## src/rtl/divu_seq.sv

```systemverilog
// Iterative restoring unsigned divider (MIPS DIVU): quotient to q (LO), remainder to r (HI).
// One quotient bit per cycle; start/busy/done handshake lets the pipeline stall until done.
module divu_seq #(
   parameter int unsigned WIDTH = 32
) (
   input  logic             clk,
   input  logic             reset,
   input  logic             start,
   input  logic [WIDTH-1:0] dividend,
   input  logic [WIDTH-1:0] divisor,
   output logic [WIDTH-1:0] q,
   output logic [WIDTH-1:0] r,
   output logic             busy,
   output logic             done,
   output logic             dz
);

   localparam int unsigned CW = (WIDTH > 1) ? $clog2(WIDTH) : 1;

   localparam logic [0:0] IDLE = 1'b0;
   localparam logic [0:0] RUN  = 1'b1;

   logic [0:0]       state;
   logic [0:0]       state_nxt;
   logic [CW-1:0]    cnt;
   logic [WIDTH-1:0] quo;
   logic [WIDTH-1:0] dvs;
   logic [WIDTH-1:0] rem;
   logic [WIDTH:0]   shifted;
   logic [WIDTH:0]   trial;
   logic [WIDTH-1:0] rem_nxt;
   logic [WIDTH-1:0] quo_nxt;
   logic             accept;
   logic             last;

   // quo starts as the dividend; its MSB feeds the remainder while quotient bits fill the LSB
   always_comb begin
      state_nxt = state;
      accept    = 1'b0;
      last      = 1'b0;
      shifted   = {rem, quo[WIDTH-1]};
      trial     = shifted - {1'b0, dvs};
      rem_nxt   = trial[WIDTH] ? shifted[WIDTH-1:0] : trial[WIDTH-1:0];
      quo_nxt   = {quo[WIDTH-2:0], ~trial[WIDTH]};
      case (state)
         IDLE: begin
            if (start) begin
               accept    = 1'b1;
               state_nxt = RUN;
            end
         end
         RUN: begin
            if (cnt == CW'(WIDTH - 1)) begin
               last      = 1'b1;
               state_nxt = IDLE;
            end
         end
         default: state_nxt = IDLE;
      endcase
   end

   always_ff @(posedge clk) begin
      if (reset) begin
         state <= IDLE;
         busy  <= 1'b0;
         done  <= 1'b0;
         dz    <= 1'b0;
         q     <= '0;
         r     <= '0;
         cnt   <= '0;
         quo   <= '0;
         dvs   <= '0;
         rem   <= '0;
      end else begin
         state <= state_nxt;
         busy  <= (state_nxt == RUN);
         done  <= last;
         if (accept) begin
            quo <= dividend;
            dvs <= divisor;
            rem <= '0;
            cnt <= '0;
            dz  <= (divisor == '0);
         end else if (state == RUN) begin
            quo <= quo_nxt;
            rem <= rem_nxt;
            cnt <= cnt + CW'(1);
            if (last) begin
               q <= quo_nxt;
               r <= rem_nxt;
            end
         end
      end
   end

endmodule

```

## config.mk

```make
export PLATFORM = sky130hd
export DESIGN_NAME = divu_seq
export DESIGN_NICKNAME = d
export VERILOG_FILES = /design/src/rtl/divu_seq.sv
export SDC_FILE = /design/constraint.sdc
export NUM_CORES = 1
export LEC_CHECK = 0
export ABC_AREA = 1
export BUFFER_PORTS_ARGS = -buffer_cell sky130_fd_sc_hd__clkbuf_2
export CELL_PAD_IN_SITES_DETAIL_PLACEMENT = 1
export CELL_PAD_IN_SITES_GLOBAL_PLACEMENT = 1
export CORE_MARGIN = 2
export CORE_UTILIZATION = 44
export CTS_CLUSTER_DIAMETER = 200
export DETAILED_ROUTE_END_ITERATION = 7
export PLACE_DENSITY_LB_ADDON = 0.15
export SETUP_SLACK_MARGIN = 0.05
export SLEW_MARGIN = 20
export SYNTH_ARGS = -nofsm -noshare
export SYNTH_HDL_FRONTEND = slang
export SYNTH_SLANG_ARGS = --single-unit
export TNS_END_PERCENT = 5
```

## constraint.sdc

```tcl
create_clock -name clk -period 5.8 [get_ports clk]
set_clock_uncertainty 0.1 [all_clocks]
set_input_delay 0.58 -clock clk [delete_from_list [all_inputs] [get_ports clk]]
set_output_delay 0.58 -clock clk [all_outputs]
set_load 0.02 [all_outputs]
```

==> impl_metrics.yaml, run 1 <==
setup_path:
  path_cells: "inv_1 > ha_1 > fa_1 > inv_1 > nand2_1 > nand2_1 > nand3_2 > nand2_2 > nand2_2 > nand2_2 > nand2_4 > nand3_2 > nand2_4 > nand2_1 > nand3_1 > nand2_1 > inv_1"
  cpMostUsedCell: "nand2_1"
  worstSetupEndpointType: "register"
  critPathMaxStageDelay_ps: 570
  crit_fanout: 30
  path_buf_inv: 3
  crit_type: "reg2reg"
  startpoint: "quo[31]"
  cp-start-kind: "register"
  crit_arrival_ps: 3780
  cp_top_family: "simple AND/OR/NAND/NOR gates"
  critPathRequiredTime_ps: 6040
  slowest_stage: "nand3_2"
  r2r-start: "quo[31]"
grt:
  track_usage_pct: 27.9
  met2_usage_pct: 47.6
  use_met1_pct: 35.9
  grt_pass1_vias: 10100
  top_usage_layer: "met2"
  grt_max_degree: 81
  overflow: 0
  grt_pass1_wl_mm: 50.0
  grt_use_met3_pct: 5.60
  antenna_found_initial: 1
logic_synthesis:
  ys_ff_latch: 168
  yosysSeqAreaShare_pct: 35.2
  syn_inst: 1522
  synth.avg_cell_area_um2: 6.27
  synth_cell_types: 37
  synth_area_mm2: 0.00955
  ys.warnings.count: 0
  syn_nets: 1624
floorplan:
  io_pins: 134
  fp.dieW_um: 151
  die_h_um: 151
  coreArea_mm2: 0.0212
  start_util_pct: 45.1
  design.die.area_mm2: 0.0229
  rows: 53
clocking:
  cts_tree: "yes"
  cts.clk_slew.worst_paths_ps: 80
  cts_max_path_buffers: 2
  root_buffer: "clkbuf_16"
  htree_levels: 4
  numCtsBuffers: 17
  cts_resized: 0
  worstSkewPairLatency_ps: 450
  postCtsHoldBufs: 0
  clkSinkCount: 168
  cts_setup_buffers: 0
sta:
  finalSetupTns_ps: 0
  setup_slack_ps: 2270
  min_period_ps: 3530
  hold_viol: 0
  finalSetupViolCount: 0
  holdWs_ps: 250
  rsz0062_at_grt: "no"
  worst_slew_pin_slew_ps: 886
  max_slew_margin_pct: 41.0
  max_freq_mhz: 283
  slew_violations: 0
  period_share_pct: 60.9
routing:
  drc_errors: 0
  firstDrtPassIters: 5
  drtIter0Drc: 484
  vias: 9659
  drt-vias-per-instance: 5.04
  wirelength_mm: 30.7
  antenna_left: 0
  avgRoutedWirePerCell_um: 16.0
placement:
  gp_congestion: 0.900
  dpl.hpwl_mm: 22.5
  postPlaceCellArea_mm2: 0.0104
  port_buffers: 133
  post-place-ws_ps: 2330
  numPlacedInstances: 1884
layout:
  fin_area_mm2: 0.0110
  layout_commonest_cell: "nand2_1"
  area_growth_pct: 15.5
  nets: 1730
  fin_util_pct: 52.1
  fin_cells: 1917
  drive_above_1_share_pct: 12.7
  mostFrequentLayoutCells: "563 x nand2_1, 270 x inv_1, 167 x dfxtp_1"
  fillers: 2954
pwr:
  p_per_area_mw_per_mm2: 315
  totalPowerFinal_mw: 3.47
  leakagePower_nw: 6.24
  vdd.ir_drop.worst_mv: 0.161
min_path:
  hold_class: "in2reg"
  holdCritStartpoint: "divisor[13]"
status:
  status: "completed"
flow_run:
  cap_violations: 0
worst register-to-register path: cells and delay by family (launching register included):
kind                       cells  cell delay [ps]
and+or+nand+nor               12             2150
adders and majority gates      2              630
DFF                            1              360
buffers and inverters          3              190
sequential cells by signal, summed over array words and instances, names as in the netlist:
signal and flops:
dvs 32, q 32, quo 32, r 32, rem 32, cnt 5
done 1, dz 1, state 1
routing by layer:
layer	vias up	wire, um
met1	4606	14300
met2	154	14500
met5	-	0
met3	37	1320
met4	0	516
li1	4862	-
layout make-up:
class	count	area, um2	share of cell area [%]
Multi-Input combinational cell	1023	4900	44.4
Sequential cell	168	3360	30.5
Inverter	277	1040	9.43
Timing Repair Buffer	141	726	6.58
Clock buffer	17	425	3.86
Tap cell	275	344	3.12
Clock inverter	15	220	2.00
Antenna cell	1	2.50	0.0227
synthesized netlist by cell type:
cell	n	area [um2]
nand2_1	563	2110
inv_1	271	1020
dfxtp_1	168	3360
nor2_1	106	398
nand3_1	104	521
o21ai_0	57	285
a21oi_1	56	280
clkbuf_1	36	135
ha_1	34	425
o221ai_1	18	158
nand2_4	14	158
nor3_1	13	65.1
xor2_1	13	114
a22o_1	7	61.3
buf_1	7	26.3
nand4_1	7	43.8
nor4_1	6	37.5
buf_2	5	25.0
nand2_2	5	31.3
buf_6	4	45.0
inv_2	4	15.0
nor2_4	3	33.8
o21bai_1	3	22.5
clkinv_1	2	7.51
nand3_2	2	20.0
nor2_2	2	12.5
xnor2_1	2	17.5
a21o_1	1	7.51
a21oi_2	1	8.76
a21oi_4	1	16.3
a31oi_1	1	6.26
and2_1	1	6.26
buf_12	1	20.0
buf_8	1	15.0
fa_1	1	20.0
o21a_1	1	7.51
or2_1	1	6.26
report_power, final:
part	total [mW]	internal, mW	switching (mW)	leakage [nW]
Combinational	0.992	0.297	0.695	4.56
Clock	1.24	0.635	0.608	0.310
Sequential	1.23	1.20	0.0309	1.37
logic make-up after synthesis:
family	Yosys count	synth area share, %
simple gates	827	36.1
xor+xnor	15	1.38
fa+ha+maj	35	4.67
flops	168	35.2
compound gates	146	8.94
buf+inv	331	13.7
worst paths after layout:
check                 end  slack [ps]  depth (start not counted)
setup reg to reg  rem[14]        2270                         17
hold / removal    dvs[13]         250                          3
setup / recovery  rem[14]        2270                         17
hold reg to reg     r[14]         350                          2
Note: power is estimated with default switching activity, not from simulation.
==> run 2, diff against run 1 <==
--- a/config.mk
+++ b/config.mk
@@ -10,7 +10,7 @@
 export CELL_PAD_IN_SITES_DETAIL_PLACEMENT = 1
 export CELL_PAD_IN_SITES_GLOBAL_PLACEMENT = 1
 export CORE_MARGIN = 2
-export CORE_UTILIZATION = 44
+export CORE_UTILIZATION = 40
 export CTS_CLUSTER_DIAMETER = 200
 export DETAILED_ROUTE_END_ITERATION = 7
 export PLACE_DENSITY_LB_ADDON = 0.15
==> constraint.sdc (replaced) <==
create_clock -name clk -period 3.55 [get_ports clk]
set_clock_uncertainty 0.1 [all_clocks]
set_input_delay 0.355 -clock clk [delete_from_list [all_inputs] [get_ports clk]]
set_output_delay 0.355 -clock clk [all_outputs]
set_load 0.02 [all_outputs]
==> impl_metrics.yaml, run 2 (synthesized netlist as in run 1, its figures left out) <==
grt:
  track_usage_pct: 25.3
  grt_max_degree: 65
  grt_pass1_vias: 9833
  overflow: 0
  antenna_found_initial: 1
  grt_pass1_wl_mm: 49.7
pwr:
  totalPowerFinal_mw: 5.62
  p_per_area_mw_per_mm2: 506
  leakagePower_nw: 6.25
  vdd.ir_drop.worst_mv: 0.346
clocking:
  cts_tree: "yes"
  numCtsBuffers: 17
  cts_resized: 0
  worstSkewPairLatency_ps: 450
  cts.clk_slew.worst_paths_ps: 90
  cts_setup_buffers: 0
  cts_max_path_buffers: 2
  root_buffer: "clkbuf_16"
  htree_levels: 4
  clkSinkCount: 168
  postCtsHoldBufs: 0
setup_path:
  critPathRequiredTime_ps: 3840
  cp-start-kind: "register"
  worstSetupEndpointType: "register"
  worstRegToRegCells: 18
  crit_type: "reg2reg"
  r2r-start: "quo[31]"
  r2r_slack_ps: 460
  crit_fanout: 30
  crit_arrival_ps: 3380
  r2r_end: "r[19]"
placement:
  numPlacedInstances: 1930
  post-place-ws_ps: 462
  dpl.hpwl_mm: 22.6
  port_buffers: 133
  gp_congestion: 0.926
layout:
  layout_commonest_cell: "nand2_1"
  fin_util_pct: 47.3
  drive_above_1_share_pct: 12.8
  nets: 1732
  fin_cells: 1963
  mostFrequentLayoutCells: "563 x nand2_1, 270 x inv_1, 167 x dfxtp_1"
  area_growth_pct: 16.3
routing:
  drt-vias-per-instance: 4.93
  drtIter0Drc: 408
  vias: 9677
  avgRoutedWirePerCell_um: 15.7
  firstDrtPassIters: 5
  drc_errors: 0
  antenna_left: 0
  wirelength_mm: 30.7
sta:
  finalSetupViolCount: 0
  period_share_pct: 87.1
  max_slew_margin_pct: 36.1
  max_freq_mhz: 323
  finalSetupTns_ps: 0
  rsz0062_at_grt: "no"
  setup_slack_ps: 458
  slew_violations: 0
  worst_slew_pin_slew_ps: 957
  hold_viol: 0
  min_period_ps: 3090
floorplan:
  die_h_um: 158
  io_pins: 134
  design.die.area_mm2: 0.0251
  fp.dieW_um: 158
  coreArea_mm2: 0.0235
  start_util_pct: 40.7
  rows: 56
status:
  status: "completed"
min_path:
  hold_class: "in2reg"
  hold_end: "dvs[14]"
  hold_depth: 3
  holdCritStartpoint: "divisor[14]"
flow_run:
  cap_violations: 0
## run 2: cell type report
type | instances | area [um2]
sequential | 168 | 3360
clock buffer | 17 | 425
fill | 3234 | 12400
clock inverter | 15 | 214
tap | 319 | 399
multi-input combinational | 1023 | 4900
timing repair buffer | 143 | 753
inverter | 277 | 1040
antenna | 1 | 2.50
## run 2: worst max-delay path by stage
stage                  from       to  slack, ps
floorplan           quo[31]  rem[29]       1180
global placement    quo[31]    r[17]        590
detailed placement  quo[31]    r[19]        460
CTS                 quo[31]    r[19]        430
global route        quo[31]  rem[19]        200
finish              quo[31]    r[19]        460
## run 2: worst max-delay path, stage by stage, from the launching register on
cell,delay [ps]
dfxtp_1,350
inv_1,50
ha_1,220
fa_1,400
inv_1,90
nand2_1,50
nand2_1,110
nand3_2,70
nand2_2,100
nand2_2,60
nand2_2,100
nand2_4,80
nand2_4,70
nand2_4,240
nand2_4,540
nand2_1,170
nand2_1,90
nand2_1,50
nand2_1,70
## run 2: per-stage QoR
stage / hold WS [ps] / instance area [um2]
2_1_floorplan: 327 / 9550
3_3_place_gp: 335 / 10500
3_5_place_dp: 339 / 10500
4_1_cts: 13.7 / 11100
5_1_grt: 44.4 / 11100
6_report: 31.7 / 11100
## run 2: power by group
group	switching (mW)	internal [mW]
combinational	1.13	0.489
clock	1.01	0.980
sequential	0.0463	1.96
## run 2: per-layer routing
metal  wire, um  vias to the layer above  global-route usage, %
met1      14500                     4624                   33.2
met3       1180                       21                   4.16
met2      14700                      161                   43.5
met5          0                        -                      0
met4        354                        0                   5.62
li1           -                     4871                      -
